**config.mk**
```make
export PLATFORM = sky130hd
export DESIGN_NAME = ste_avg_ctrl
export DESIGN_NICKNAME = d
export VERILOG_FILES = /design/src/rtl/ste_avg_ctrl.sv
export SDC_FILE = /design/constraint.sdc
export NUM_CORES = 1
export LEC_CHECK = 0
export ABC_CLOCK_PERIOD_IN_PS = 2500
export CAP_MARGIN = 20
export CELL_PAD_IN_SITES_DETAIL_PLACEMENT = 0
export CELL_PAD_IN_SITES_GLOBAL_PLACEMENT = 1
export CORE_AREA = 8 8 90 92
export CTS_CLUSTER_DIAMETER = 100
export DETAILED_ROUTE_END_ITERATION = 8
export DIE_AREA = 0 0 98 100
export GPL_TIMING_DRIVEN = 0
export HOLD_SLACK_MARGIN = 0.1
export PLACE_DENSITY = 0.82
export SLEW_MARGIN = 20
export SYNTH_ARGS = -nofsm -noshare
export SYNTH_HDL_FRONTEND = slang
export SYNTH_SLANG_ARGS = --single-unit
```
**constraint.sdc**
```tcl
create_clock -name clk -period 2.5 [get_ports clk]
set_input_delay 0.375 -clock clk [delete_from_list [all_inputs] [get_ports clk]]
set_output_delay 0.375 -clock clk [all_outputs]
set_load 0.02 [all_outputs]
```
**src/rtl/ste_avg_ctrl.sv**
```systemverilog
// Sequencer between the ADC sample stream and the ste_avg_iir averager:
// clear, settle-discard, forward, and decimate averager output to the display.
module ste_avg_ctrl #(
    parameter int                DATA_W   = 16,
    parameter int                SETTLE_N = 4,
    parameter int                FILL_N   = 16,
    parameter int                DISP_DIV = 8,
    parameter logic [DATA_W-1:0] OVR_TH   = 16'hFFF0
) (
    input  logic              clk,
    input  logic              rst_n,
    input  logic [DATA_W-1:0] adc_data_i,
    input  logic              adc_valid_i,
    input  logic              range_chg_i,
    input  logic              hold_i,
    output logic [DATA_W-1:0] avg_din_o,
    output logic              avg_en_o,
    output logic              avg_clr_o,
    input  logic [DATA_W-1:0] avg_dout_i,
    input  logic              avg_update_i,
    output logic [DATA_W-1:0] disp_data_o,
    output logic              disp_valid_o,
    output logic              settled_o,
    output logic              ovr_o
);

    localparam int SW = (SETTLE_N > 0) ? $clog2(SETTLE_N + 1) : 1;
    localparam int FW = $clog2(FILL_N + 1);
    localparam int DW = $clog2(DISP_DIV + 1);

    typedef enum logic [2:0] {
        IDLE   = 3'd0,
        CLEAR  = 3'd1,
        SETTLE = 3'd2,
        FILL   = 3'd3,
        RUN    = 3'd4
    } state_t;

    state_t        state_r;
    logic [SW-1:0] settle_cnt_r;
    logic [FW-1:0] fill_cnt_r;
    logic [DW-1:0] div_cnt_r;

    // Sequencer FSM with all outputs registered; range change overrides every other event.
    always_ff @(posedge clk or negedge rst_n) begin
        if (!rst_n) begin
            state_r      <= IDLE;
            settle_cnt_r <= '0;
            fill_cnt_r   <= '0;
            div_cnt_r    <= '0;
            avg_din_o    <= '0;
            avg_en_o     <= 1'b0;
            avg_clr_o    <= 1'b0;
            disp_data_o  <= '0;
            disp_valid_o <= 1'b0;
            settled_o    <= 1'b0;
            ovr_o        <= 1'b0;
        end else begin
            avg_en_o     <= 1'b0;
            avg_clr_o    <= 1'b0;
            disp_valid_o <= 1'b0;
            if (state_r == IDLE || range_chg_i) begin
                // Entering CLEAR: qualifiers and counters drop in the clear cycle itself.
                state_r      <= CLEAR;
                avg_clr_o    <= 1'b1;
                settled_o    <= 1'b0;
                ovr_o        <= 1'b0;
                settle_cnt_r <= '0;
                fill_cnt_r   <= '0;
                div_cnt_r    <= '0;
            end else begin
                case (state_r)
                    CLEAR: begin
                        state_r <= (SETTLE_N == 0) ? FILL : SETTLE;
                    end
                    SETTLE: begin
                        if (adc_valid_i) begin
                            if (settle_cnt_r == SW'(SETTLE_N - 1)) begin
                                state_r <= FILL;
                            end else begin
                                settle_cnt_r <= settle_cnt_r + SW'(1);
                            end
                        end
                    end
                    FILL, RUN: begin
                        if (adc_valid_i) begin
                            avg_en_o  <= 1'b1;
                            avg_din_o <= adc_data_i;
                            if (adc_data_i >= OVR_TH) begin
                                ovr_o <= 1'b1;
                            end
                        end
                        if (avg_update_i) begin
                            if (state_r == FILL) begin
                                if (fill_cnt_r == FW'(FILL_N - 1)) begin
                                    // Fill completion always publishes, regardless of hold.
                                    state_r      <= RUN;
                                    settled_o    <= 1'b1;
                                    disp_data_o  <= avg_dout_i;
                                    disp_valid_o <= 1'b1;
                                    div_cnt_r    <= '0;
                                end else begin
                                    fill_cnt_r <= fill_cnt_r + FW'(1);
                                end
                            end else if (div_cnt_r == DW'(DISP_DIV - 1)) begin
                                div_cnt_r <= '0;
                                if (!hold_i) begin
                                    disp_data_o  <= avg_dout_i;
                                    disp_valid_o <= 1'b1;
                                end
                            end else begin
                                div_cnt_r <= div_cnt_r + DW'(1);
                            end
                        end
                    end
                    default: begin
                        state_r <= IDLE;
                    end
                endcase
            end
        end
    end

endmodule

```
==> results.yml <==
timing:
  hold_viol_final: 0
  fmax_ghz: 0.436
  slew-limit-headroom_pct: 42.2
  setup_tns_ns: 0
  setup-violations-final: 0
  rsz0062_at_grt: "no"
  clock_skew_ns: 0.00396
  finalCriticalPeriod_ns: 2.29
  drv_slew: 0
  tightest_slew_ns: 0.854
  min_period_over_period_pct: 91.7
clock_network:
  cts_setup_buffers: 0
  numCtsBuffers: 5
  postCtsHoldBufs: 0
  clock_sinks: 52
  cts_buffer_depth: 2
  cts_resized: 0
  clkLatencyLatePin_ns: 0.29
  clkSlewWorstSetupHoldPaths_ns: 0.09
  htree_num_levels: 2
  clock-root-buffer: "clkbuf_8"
  cts_tree: "yes"
placed_design:
  gp_congestion: 0.747
  post-dp-hpwl_mm: 3.96
  port-buffer-count: 73
  dp_cells: 336
drt:
  dr_total_vias: 1674
  wirelength_mm: 5.29
  route.detailed.wl_per_inst_um: 15.4
  drtIter0Drc: 75
  route.detailed.drc: 0
  viasPerCell: 4.87
  drt-pass1-iter-count: 4
  ant_nets: 0
cells_and_area:
  instances_no_fill: 344
  syn_to_final_growth_pct: 39.2
  fill_cells: 606
  nNetsFinal: 307
  n_antenna_cell: 0
  final_layout_size_suffix_gt1_share_pct: 20.5
power_and_ir_drop:
  power_mw: 1.96
  power.density_nw_per_um2: 598
  ir_worst_vdd_uv: 379
  leakagePower_nw: 1.40
synth:
  ys_seq_area_share_pct: 55.3
  synth_top_flop_cell: "dfrtp_1"
  synth_cells: 183
  synth_top_cell_by_area: "dfrtp_1"
  synthTopCellsByArea: "dfrtp_1 (55%), mux2_2 (12%), mux2_4 (6.4%)"
  synth_top_family_by_area: "multiplexers"
  synthMuxAreaShare_pct: 18.8
  yosys.area_share.simple_pct: 11.0
  async_flop_share_pct: 100
  netlist-cell-type-count: 40
  synth-compound-area-share_pct: 6.55
  synth_xor_xnor_area_share_pct: 1.12
  avgSynthCellArea_um2: 12.8
  synth_top_area_share_pct: 55.3
  synth_warnings: 0
  netlist_area_um2: 2350
  synth_adder_area_share_pct: 3.19
  synth_nets: 227
  ys_ff_latch: 52
  synth-edff-count: 0
grt:
  grt_antenna_before_repair: 0
  track_usage_pct: 11.1
  grt_max_degree: 53
  grt_pass1_vias: 1783
  grt_pass1_wl_mm: 8.75
  grt-ovfl-total: 0
worst_setup_path:
  cp.required_ns: 2.68
  worstSetupPathType: "reg2reg"
  start_kind: "register"
  crit_path_end_kind: "register"
  path_max_fanout: 10
  arrival_ns: 2.48
status:
  status: "complete, no violations"
die:
  die_w_um: 98
  dieArea_um2: 9800
  std_cell_rows: 30
  core_um2: 6640
  die_y_um: 100
  initial_utilization_pct: 35.4
  num_io_pins: 75
hold_path:
  hold_path_class: "in2async"
run:
  drv_cap: 0
==> layout make-up <==
| cell class | count | area (um^2) | share of cell area [%] |
|---|---|---|---|
| Clock inverter | 1 | 7.51 | 0.229 |
| Inverter | 7 | 26.3 | 0.803 |
| Clock buffer | 7 | 86.3 | 2.64 |
| Tap cell | 80 | 100 | 3.06 |
| Sequential cell | 52 | 1300 | 39.8 |
| Timing Repair Buffer | 73 | 728 | 22.2 |
| Multi-Input combinational cell | 115 | 955 | 29.2 |
| Buffer | 9 | 68.8 | 2.10 |
==> metal layers <==
layer / global-route usage (%) / up-vias / wire [um]
li1: - / 808 / -
met1: 12.9 / 805 / 2360
met2: 17.7 / 54 / 2390
met3: 5.33 / 7 / 472
met4: 3.12 / 0 / 68
met5: 0 / - / 0
==> power breakdown <==
part,switching (mW),internal (mW),total (mW),leakage (nW)
clock,0.265,0.225,0.491,0.0445
combinational,0.230,0.267,0.496,0.676
sequential,0.0420,0.928,0.970,0.683
total,0.537,1.42,1.96,1.40
==> worst paths after layout <==
| check | startpoint | endpoint | slack [ns] | cells after the start |
|---|---|---|---|---|
| setup / recovery | state_r[1] | disp_data_o[15] | 0.21 | 7 |
| hold / removal | rst_n | state_r[2] | 0.09 | 1 |
| setup reg to reg | state_r[1] | disp_data_o[15] | 0.21 | 7 |
| hold reg to reg | settled_o | settled_o | 0.50 | 2 |
| max in group asynchronous | rst_n | fill_cnt_r[1] | 1.94 | 1 |
| min in group clk | range_chg_i | state_r[0] | 0.49 | 2 |
==> cell usage in the layout, fill, tap and decap left out, types with 6 or more instances in the layout <==
master | Yosys | layout
clkdlybuf4s50_1 | 0 | 72
mux2_2 | 25 | 25
inv_1 | 7 | 7
clkbuf_8 | 0 | 6
ha_1 | 6 | 6
nand2_1 | 9 | 9
nor2_1 | 15 | 15
dfrtp_1 | 52 | 52
mux2_4 | 10 | 10
==> logic make-up (layout without fill, tap and decap cells) <==
| group | count (synthesis) | after routing |
|---|---|---|
| adder cells (fa/ha/maj) | 6 | 6 |
| flip-flops | 52 | 52 |
| XOR/XNOR | 3 | 3 |
| AO/OA/AOI/OAI | 22 | 22 |
| buffers and inverters | 16 | 97 |
| AND/OR/NAND/NOR | 48 | 48 |
| multiplexers | 36 | 36 |
==> cells in the mapped netlist (2+ instances only) <==
| cell | number |
|---|---|
| buf_6 | 2 |
| nand2_1 | 9 |
| a211oi_1 | 3 |
| dfrtp_1 | 52 |
| nand2b_1 | 2 |
| and3_1 | 2 |
| inv_1 | 7 |
| a21oi_1 | 4 |
| nand4_1 | 3 |
| nor2_1 | 15 |
| buf_2 | 3 |
| or2_2 | 2 |
| o21bai_1 | 2 |
| nor3_1 | 2 |
| nor4_1 | 2 |
| clkbuf_1 | 3 |
| mux2_2 | 25 |
| o21ai_0 | 4 |
| a31oi_1 | 4 |
| xnor2_1 | 3 |
| ha_1 | 6 |
| mux2_4 | 10 |
==> flip-flops by register name, summed over array words and instances, names as in the netlist <==
register and cells:
avg_din_o 16, disp_data_o 16, fill_cnt_r 5, div_cnt_r 4, settle_cnt_r 3, state_r 3
avg_clr_o 1, avg_en_o 1, disp_valid_o 1, ovr_o 1, settled_o 1
==> critical path, cell delays in order (launching register included) <==
cell     delay [ns]
dfrtp_1        0.38
buf_6          0.14
and3b_1        0.18
buf_6          0.14
or4_4          0.50
a21oi_4        0.34
buf_12         0.20
mux2_4         0.30
==> through the flow <==
step	utilization (%)	instance area [um^2]	hold slack (ns)	setup slack, ns
final	49.3	3270	0.0943	0.208
after global routing	49.3	3270	0.164	0.110
after CTS	49.3	3270	0.131	0.199
after detailed placement	47.9	3180	0.461	0.0978
after global placement	47.9	3180	0.482	-0.591
after floorplan	-	2350	0.0794	0.384
(Power assumes the default switching activity.)
